<file path="src/rtl/wfg_timer.sv">
// wfg_timer: Wishbone-slave prescaled timer with compare match, one-shot/periodic modes and level interrupt
module wfg_timer (
  input  logic        clk,
  input  logic        rst,
  input  logic        wbs_stb_i,
  input  logic        wbs_cyc_i,
  input  logic        wbs_we_i,
  input  logic [31:0] wbs_dat_i,
  input  logic [31:0] wbs_adr_i,
  output logic        wbs_ack_o,
  output logic [31:0] wbs_dat_o,
  output logic        interrupt_o
);
  logic        en, periodic, irq_en, pending;
  logic [31:0] compare, counter, rdata;
  logic [15:0] prescaler, pre_cnt;
  logic [5:0]  ofs;
  logic        acc, wr, tick, hit;
  logic        unused_adr;
  assign unused_adr = ^{wbs_adr_i[31:8], wbs_adr_i[1:0]};
  assign ofs = wbs_adr_i[7:2];
  // a transfer is taken only on the cycle that will raise ack, so a held strobe yields every other cycle
  assign acc = wbs_stb_i & wbs_cyc_i & ~wbs_ack_o;
  assign wr = acc & wbs_we_i;
  assign tick = en & (pre_cnt == prescaler);
  assign hit = tick & (counter == compare);
  assign interrupt_o = pending & irq_en;
  always_comb
    rdata = ofs == 6'd0 ? {29'd0, irq_en, periodic, en} :
            ofs == 6'd1 ? compare :
            ofs == 6'd2 ? counter :
            ofs == 6'd3 ? {31'd0, pending} :
            ofs == 6'd4 ? {16'd0, prescaler} : 32'd0;
  always_ff @(posedge clk or posedge rst)
    if (rst) begin
      wbs_ack_o <= 1'b0;
      wbs_dat_o <= '0;
      {irq_en, periodic, en} <= '0;
      pending <= 1'b0;
      compare <= '0;
      counter <= '0;
      prescaler <= '0;
      pre_cnt <= '0;
    end else begin
      wbs_ack_o <= acc;
      wbs_dat_o <= (acc & ~wbs_we_i) ? rdata : '0;
      if (wr && ofs == 6'd0) {irq_en, periodic, en} <= wbs_dat_i[2:0];
      else if (hit && !periodic) en <= 1'b0;
      if (wr && ofs == 6'd1) compare <= wbs_dat_i;
      if (wr && ofs == 6'd2) begin
        counter <= wbs_dat_i;
        pre_cnt <= '0;
      end else if (en) begin
        pre_cnt <= tick ? 16'd0 : pre_cnt + 16'd1;
        if (tick) counter <= hit ? (periodic ? 32'd0 : counter) : counter + 32'd1;
      end
      if (hit) pending <= 1'b1;
      else if (wr && ofs == 6'd3 && wbs_dat_i[0]) pending <= 1'b0;
      if (wr && ofs == 6'd4) prescaler <= wbs_dat_i[15:0];
    end
endmodule

</file>
<file path="config.mk">
export PLATFORM = sky130hd
export DESIGN_NAME = wfg_timer
export DESIGN_NICKNAME = d
export VERILOG_FILES = /design/src/rtl/wfg_timer.sv
export SDC_FILE = /design/constraint.sdc
export NUM_CORES = 1
export LEC_CHECK = 0
export BUFFER_PORTS_ARGS = -buffer_cell sky130_fd_sc_hd__clkbuf_2
export CORE_AREA = 2 2 134 136
export DETAILED_ROUTE_END_ITERATION = 16
export DIE_AREA = 0 0 136 138
export PLACE_DENSITY_LB_ADDON = 0.15
export SLEW_MARGIN = 20
export SYNTH_ARGS = -nofsm -noshare
export SYNTH_HDL_FRONTEND = slang
export SYNTH_SLANG_ARGS = --single-unit
</file>
<file path="constraint.sdc">
create_clock -name clk -period 5 [get_ports clk]
set_input_delay 0 -clock clk [delete_from_list [all_inputs] [get_ports clk]]
set_output_delay 0 -clock clk [all_outputs]
set_load 0.01 [all_outputs]
</file>
# Word level (Yosys, flattened, before mapping)
# Cells that the tools add are included.
# word_totals
reg_bits,133
latchBits,0
ram_bits,0
romBits,0
input_bits,69
output_inout_bits,34
wordCells,60
mem_count,0
# classes
n_addsub,2
mul,0
n_div,0
magnitude_cmp,0
eq_ne,7
n_shift,0
mux,18
bitwise,9
reduce_logical,14
# op_table
operator,n
32-bit 2-to-1 mux,9
16-bit 2-to-1 mux,5
32-bit by 1-bit adder with 32-bit output (second input constant),1
32-bit == test,1
16-bit by 1-bit adder with 16-bit output (second input constant),1
16-bit == test,1
6-bit by 2-bit == test with 1-bit output (second input constant),2
2-bit nonzero test,4
1-bit bitwise AND,7
1-bit logical AND,7
6-bit by 1-bit == test with 1-bit output (second input constant),1
6-bit by 3-bit == test with 1-bit output (second input constant),1
6-bit zero test,1
1-bit 2-to-1 mux,4
3-bit by 2-bit != test with 1-bit output (second input constant),1
3-bit AND reduction,1
1-bit NOT,2
1-bit zero test,1

# Depth between registers and ports, before layout
# Gate-level depths: netlist (run 1).
# logic_depth
ltp_word,7
depth_mapped,9
mapped_depth_nobuf,8

# Worst setup path after synthesis (run 1)
# No wires, ideal clock.
# synth_timing
path_kind,reg2reg
start,register counter[0]
end,register counter[20]
setup_ps,123
t_arrival_ps,2171
t_required_ps,4877
path_slack_ps,2706
path_stages_with_launch,9
n_path_buf,1
period_less_slack_ps,2294
cell_sequence,dfrtp_1 ha_1 nand3_2 or4_1 clkbuf_1 nor4_1 and3b_1 o21ai_0 nand2_1
# synth_between
elab_chain_cells,6
elab_cells_between_ends,9
classes_between,add/sub (1); eq/ne (2); mux (4); bitwise (1); reduce/logical (1)
# synth_rtl
item,line_no,source
"start, declared",15,"logic [31:0] compare, counter, rdata;"
"start signal, assigned",51,counter <= wbs_dat_i;
"start signal, assigned",55,if (tick) counter <= hit ? (periodic ? 32'd0 : counter) : counter + 32'd1;
branches (longest 6 deep; another with 32-bit by 1-bit adder with 32-bit output),n/a,
# Several ways; the timed one is not identified. The select of a mux whose other input is x is not followed.
# A chain may end at the register's enable or synchronous reset.

# Worst setup path after layout (run 1)
# layout_timing
start,input wbs_adr_i[4]
end,register counter[12]
# layout_between
elab_chain_cells,4
elab_cells_between_ends,7
classes_between,eq/ne (2); mux (1); reduce/logical (4)
# layout_rtl
item,line_no,source
"start, declared",9,"input logic [31:0] wbs_adr_i,"
6-bit by 2-bit == test with 1-bit output *,50,if (wr && ofs == 6'd2) begin
1-bit logical AND *,50,
3-bit by 2-bit != test with 1-bit output (no line) / 2-bit nonzero test (equally long branches),n/a,
3-bit AND reduction (no line),n/a,
# Mark *: on every way between the ends. The rest lies on a longest branch, timed or not.

==> results of run 1 <==
## synthesized netlist by cell type, types with 3 or more instances
library cell	number
a222oi_1	15
clkbuf_1	24
and3_1	8
buf_2	15
dfrtp_1	133
a221o_1	4
xor2_1	18
o211ai_1	3
o311ai_1	3
and2_1	7
nand2_1	57
nor2_1	60
inv_1	14
a211o_1	4
and4_1	7
nand3_1	18
a22oi_1	28
a32o_1	3
nand4_1	21
o21ai_0	24
a21o_1	7
nor3_1	11
mux2_2	52
or3_1	6
buf_1	3
nor4_1	8
xnor2_1	42
a21oi_1	18
## layout make-up
| class | instances | share of cell area, % |
|---|---|---|
| Sequential cell | 133 | 39.5 |
| Multi-Input combinational cell | 470 | 38.7 |
| Timing Repair Buffer | 124 | 9.95 |
| Clock buffer | 21 | 5.46 |
| Tap cell | 229 | 3.40 |
| Clock inverter | 11 | 2.33 |
| Inverter | 14 | 0.683 |
## final timing paths
path	start	to	slack (ps)	cells past startpoint
max in group asynchronous	rst	prescaler[14]$_DFFE_PP0P_	3570	4
max	wbs_adr_i[4]	counter[12]$_DFFE_PP0P_	1760	9
min in group asynchronous	rst	wbs_dat_o[5]$_DFF_PP0_	260	3
max reg2reg	counter[2]$_DFFE_PP0P_	counter[15]$_DFFE_PP0P_	1810	8
min reg2reg	pending$_DFFE_PP0P_	pending$_DFFE_PP0P_	540	2
min	wbs_adr_i[2]	pending$_DFFE_PP0P_	30	4
## layout by cell type, fill, tap and decap left out, types with 6 or more instances in the layout
cell | Yosys | layout
a21o_1 | 7 | 7
a21oi_1 | 18 | 18
a222oi_1 | 15 | 15
a22oi_1 | 28 | 28
and2_1 | 7 | 7
and3_1 | 8 | 8
and4_1 | 7 | 7
buf_4 | 0 | 9
clkbuf_16 | 0 | 17
clkbuf_2 | 1 | 76
dfrtp_1 | 133 | 133
dlygate4sd3_1 | 0 | 39
inv_1 | 14 | 13
mux2_2 | 52 | 52
nand2_1 | 57 | 57
nand3_1 | 18 | 18
nand4_1 | 21 | 21
nor2_1 | 60 | 59
nor3_1 | 11 | 11
nor4_1 | 8 | 8
o21ai_0 | 24 | 24
or3_1 | 6 | 6
xnor2_1 | 42 | 42
xor2_1 | 18 | 18
## per-stage QoR
stage               instances  util, %  hold slack, ps  power, mW  setup slack [ps]
floorplan                 661        -             105       1.32              1450
global placement          931     42.1             181       1.39              1890
detailed placement        931     42.1             191       1.40              1860
CTS                      1002     48.1            6.82       2.83              1760
global route             1002     48.1            74.2       2.91              1540
finish                   1002     48.1            27.0       2.80              1760
## worst max-delay path: cells and delay by family
family / cells / cell delay, ps
AOI/OAI and AO/OA: 3 / 1020
and+or+nand+nor: 4 / 1870
buffers and inverters: 2 / 650
## logic make-up after synthesis
| logic type | after synthesis |
|---|---|
| compound gates | 130 |
| xor+xnor | 60 |
| fa+ha+maj | 2 |
| buf+inv | 58 |
| flops | 133 |
| mux | 52 |
| simple gates | 226 |
## power groups by stage
stage / sequential, mW / combinational (mW) / clock (mW)
6_report: 1.18 / 0.214 / 1.40
4_1_cts: 1.18 / 0.218 / 1.43
3_5_place_dp: 1.20 / 0.193 / 0
2_1_floorplan: 1.18 / 0.138 / 0
3_3_place_gp: 1.20 / 0.190 / 0
5_1_grt: 1.19 / 0.240 / 1.48
## sequential cells by signal, summed over array words and instances, names as in the netlist
register and cells:
counter 32, irq_en 1, pending 1, prescaler 16, wbs_dat_o 32, en 1, compare 32, periodic 1
wbs_ack_o 1, pre_cnt 16
## metal layers
metal  routed length [um]  up-vias
li1                     -     2624
met1                 8550     2831
met2                 9290      160
met3                 1020       22
met4                  327        0
met5                    0        -
## what timing repair did
action / in CTS / in global routing
hold endpoints to repair: 168 / 0
hold buffers: 39 / 0
resized for setup: 0 / 0
buffers inserted: 0 / 0
==> impl_metrics.toml, run 1 <==
[cts]
clk_pin_slew_ps = 60
tritoncts = "done"
cts_buffer_depth = 2
clock-sinks = 133
numCtsBuffers = 17
ctsHtreeMaxLevel = 4
cts.root.buffer_cell = "clkbuf_16"
worstSkewPairLatency_ps = 420

[setup_path]
cp_cell_sequence = "dlygate4sd3_1, clkbuf_2, or4_4, nor3b_4, nand2_1, o21ai_2, o31ai_2, a221oi_2, nand2_1"
worst_path_max_delay_cell = "nor3b_4"
critical_path_required_ps = 5310
timing.critical_path.fanout_max = 17
crit_arrival_ps = 3550
cp-start-kind = "primary input"
timing_worst_setup_path_type = "primary input to register"
crit_path_max_incr_delay_ps = 750
worst_path_most_repeated_cell = "nand2_1"
critPathCaptureType = "register"

[grt]
met2_usage_pct = 34.5
globalRoute.totalOverflow = 0
grt.met1_usage_pct = 28.6
first_global_vias = 5574
antenna_violations_before_repair = 0
grt.total_usage_pct = 21.3
fraction_of_met3_tracks_used_by_global_routing_pct = 4.88
grt_first_pass_wirelength_um = 30700
grt_most_used_layer = "met2"
maximum_number_of_pins_on_one_net_before_global_route_repair = 82

[timing]
setup_violations = 0
timing.final.crit_period_ps = 3240
worst_slew_margin_rel_pct = 42.2
final_hold_violation_count = 0
tightestPinTransition_ps = 866
maximum_operating_frequency_ghz = 0.309
tns_ps = 0
rsz_0062_raised_after_global_routing = "no"
final_report_max_slew_violation_count = 0
layout_worst_path_cycle_share_pct = 64.8
worst_clock_skew_ps = 8.97

[floorplanning]
num_io_pins = 103
initial_utilization_pct = 39.0
floorplan.die_area_sq_um = 18800
core_area_sq_um = 17500
dieHeight_um = 138
floorplan.rows = 49
die_w_um = 136

[drt]
detail_route.iter0.violations = 436
routed_via_density = 5.63
drcViolationCount = 0
drt-wirelength-per-cell_um = 19.1
antenna_violating_nets_post_route = 0
vias = 5637
detail_route.wirelength_um = 19200
drt_pass1_iterations = 5

[power]
switchingPower_mw = 0.660
leakagePower_nw = 3.81
power.density_nw_per_um2 = 332
seq_power_share_pct = 42.3
vdd_drop_max_mv = 0.229
switching_share_pct = 23.5
power_report.internal_total_mw = 2.14
clockPowerShare_pct = 50.1
power.share.combinational_pct = 7.6

[placement]
numPortBuffers = 76
dpl.hpwl_um = 13500
placed_cell_area_sq_um = 7380
final_gp_congestion = 0.833

[synthesis]
synthDistinctLibCells = 63
synth_simple_gate_area_share_pct = 16.9
postSynthAreaPerCell_sq_um = 10.3
synthesis.nets = 732
combinational_family_with_the_most_area_after_synthesis = "simple AND/OR/NAND/NOR gates"
synth_area_leaders = "dfrtp_1 49%, mux2_2 8.6%, xnor2_1 5.4%"
post_synth_fa_ha_maj_area_fraction_pct = 0.366
multiplexer_fraction_of_the_synthesized_cell_area_pct = 8.57
post_synth_instance_area_sq_um = 6830
yosysWarningCount = 0
syn-instance-count = 661
yosys.area.top_type_share_pct = 48.7
postSynth.asyncResetShare_pct = 100
ys_ff_latch = 133
synth-main-ff-cell = "dfrtp_1"
synth_compound_gate_area_share_pct = 14.1
synth-edff-count = 0
synthXorXnorAreaFrac_pct = 7.69
library_cell_occupying_the_most_area_in_the_post_synthesis_netlist = "dfrtp_1"
portion_of_the_post_synthesis_area_used_by_sequential_elements_pct = 48.7

[outcome]
run_status = "finished, final reports clean"

[job]
total_of_max_cap_violations = 0

[cells_and_area]
nets = 831
layout-drive-gt1-share_pct = 23.7
fillers = 1676
layout-area-overhead-vs-synth_pct = 23.4
diodes = 0
seq_cell_area_sq_um = 3330
post-route-cell-area_sq_um = 8430
multi_input_comb_area_sq_um = 3260

[min_path]
worst_hold_path_type = "primary input to register"
No activity file was read; power rests on OpenSTA's default activity.
==> inputs of run 2 (changes only) <==
==> constraint.sdc (replaced) <==
create_clock -name clk -period 3.2 [get_ports clk]
set_input_delay 0 -clock clk [delete_from_list [all_inputs] [get_ports clk]]
set_output_delay 0 -clock clk [all_outputs]
set_load 0.01 [all_outputs]
==> run 2 against run 1 <==
Total power is 45% higher. Global-route usage grew 0.65 points. Sequential power up 57%. Clock skew up 2.6 ps. Final area fell by 0.67%. Critical path depth unchanged. Routed wire length up 1.8%. Critical path type is now register to register. Largest power group unchanged. Highest routed layer unchanged.
==> impl_metrics.toml, run 2 (synthesized netlist as in run 1, its figures left out) <==
[outcome]
run_status = "finished, final reports clean"

[power]
clockPowerShare_pct = 45.9
leakagePower_nw = 3.78
switching_share_pct = 24.9
seq_power_share_pct = 45.7
switchingPower_mw = 1.01
power_report.internal_total_mw = 3.04
power.density_nw_per_um2 = 484
vdd_drop_max_mv = 0.370
power.share.combinational_pct = 8.4

[drt]
drt_pass1_iterations = 5
detail_route.iter0.violations = 540
drt-wirelength-per-cell_um = 19.4
routed_via_density = 5.64
detail_route.wirelength_um = 19500
antenna_violating_nets_post_route = 0
vias = 5674
drcViolationCount = 0

[cts]
cts-hold-fix-buffers = 38
clk_pin_slew_ps = 60
worstSkewPairLatency_ps = 430
tritoncts = "done"
clock-sinks = 133
cts_setup_buffers = 0
numCtsBuffers = 17
post_cts.resized_instances = 0
cts.root.buffer_cell = "clkbuf_16"
ctsHtreeMaxLevel = 4
cts_buffer_depth = 2

[grt]
maximum_number_of_pins_on_one_net_before_global_route_repair = 134
globalRoute.totalOverflow = 0
grt.total_usage_pct = 21.9
grt_first_pass_wirelength_um = 31700
met2_usage_pct = 35.3
antenna_violations_before_repair = 0
grt.met1_usage_pct = 29.4
first_global_vias = 5733
fraction_of_met3_tracks_used_by_global_routing_pct = 3.96
grt_most_used_layer = "met2"

[setup_path]
crit_arrival_ps = 3080
critPathCaptureType = "register"
critical_path_required_ps = 3520
cp-start-kind = "register"
cp_cell_sequence = "xnor2_1, nand4_1, nor4_1, buf_4, nand3b_1, a21oi_1, buf_4, o21ai_0, o311ai_1"
worst-path-stages = 9
crit_path_max_incr_delay_ps = 490
timing.critical_path.fanout_max = 18
worst_path_most_repeated_cell = "buf_4"
cp-startpoint = "counter[2]$_DFFE_PP0P_"
timing_worst_setup_path_type = "register to register"
regToRegSetupSlack_ps = 440
path_delay_family = "simple AND/OR/NAND/NOR gates"
worst_path_max_delay_cell = "dfrtp_1"
worst-path-buf-inv = 2
worstSetupEndpoint = "counter[15]$_DFFE_PP0P_"
worst_r2r_endpoint = "counter[15]$_DFFE_PP0P_"
regToRegStartpoint = "counter[2]$_DFFE_PP0P_"
worst_r2r_path_depth = 9

[placement]
dpl.hpwl_um = 13400
numPortBuffers = 76
placed_cells = 937
final_gp_congestion = 0.845
detailedPlace.worstSlack_ps = 483

[timing]
tns_ps = 0
final_report_max_slew_violation_count = 0
timing.final.crit_period_ps = 2760
rsz_0062_raised_after_global_routing = "no"
maximum_operating_frequency_ghz = 0.363
layout_worst_path_cycle_share_pct = 86.2
final_critical_path_setup_slack_ps = 442
tightestPinTransition_ps = 842
setup_violations = 0
final_hold_violation_count = 0
hold_slack_ps = 15.0
worst_clock_skew_ps = 11.5
worst_slew_margin_rel_pct = 43.7

[cells_and_area]
diodes = 0
multi_input_comb_area_sq_um = 3260
nets = 836
layout-drive-gt1-share_pct = 24.1
seq_cell_area_sq_um = 3330
layout-area-overhead-vs-synth_pct = 22.5
layout_common_cells = "133 x dfrtp_1, 76 x clkbuf_2, 59 x nor2_1"
fillers = 1700
fin_cells = 1006
reg.largest.list = "compare x32, counter x32, wbs_dat_o x32"
final_core_util_pct = 47.7
mostFrequentLayoutCell = "dfrtp_1"

[floorplanning]
core_area_sq_um = 17500
initial_utilization_pct = 39.0
floorplan.rows = 49
floorplan.die_area_sq_um = 18800
num_io_pins = 103
die_w_um = 136
dieHeight_um = 138

[job]
total_of_max_cap_violations = 0

[min_path]
min_delay_path_depth = 5
worst_hold_path_type = "primary input to register"
[run 2: changes by cell type in the layout (fill, tap and decap cells not counted)]
cell | previous run | this run
buf_4 | 9 | 14
clkinvlp_4 | 2 | 4
inv_6 | 3 | 0
clkbuf_1 | 2 | 3
dlygate4sd3_1 | 39 | 38
clkbuf_8 | 2 | 3
bufinv_16 | 5 | 1
clkinv_2 | 1 | 3
buf_12 | 0 | 1
[run 2: worst reg2reg max path, cell delays in order, from the launching register on]
cell      delay, ps
dfrtp_1         490
xnor2_1         470
nand4_1         220
nor4_1          320
buf_4           190
nand3b_1        120
a21oi_1         260
buf_4           330
o21ai_0         140
o311ai_1        110
[run 2: stage by stage]
step / power (mW) / instance area, sq um
global route: 4.19 / 8370
finish: 4.05 / 8370
floorplan: 2.06 / 6830
detailed placement: 2.18 / 7440
CTS: 4.09 / 8370
global placement: 2.17 / 7440
[run 2: metal layers]
layer / vias to the layer above / part of all wire (%)
li1: 2627 / -
met3: 24 / 4.2
met1: 2885 / 44
met4: 0 / 2.0
met5: - / 0
met2: 138 / 50
[run 2: layout make-up]
cell class | count | share of cell area [%]
tap | 229 | 3.42
sequential | 133 | 39.8
clock buffer | 23 | 5.71
multi-input combinational | 470 | 38.9
timing repair buffer | 129 | 10.6
clock inverter | 8 | 0.912
inverter | 14 | 0.673
[run 2: power groups by stage]
stage	sequential [mW]	clock (mW)	combinational, mW
4_1_cts	1.85	1.89	0.345
6_report	1.85	1.86	0.340
2_1_floorplan	1.84	0	0.216
3_3_place_gp	1.87	0	0.303
3_5_place_dp	1.88	0	0.307
5_1_grt	1.86	1.95	0.378
[run 2: worst min-delay path by stage]
stage / slack (ps) / start / end
2_1_floorplan: 110 / wbs_dat_i[12] / counter[12]$_DFFE_PP0P_
3_3_place_gp: 260 / wbs_dat_i[14] / counter[14]$_DFFE_PP0P_
3_5_place_dp: 260 / wbs_dat_i[29] / compare[29]$_DFFE_PP0P_
4_1_cts: 3 / wbs_adr_i[6] / pending$_DFFE_PP0P_
5_1_grt: 70 / wbs_adr_i[2] / pending$_DFFE_PP0P_
6_report: 10 / wbs_adr_i[6] / pending$_DFFE_PP0P_
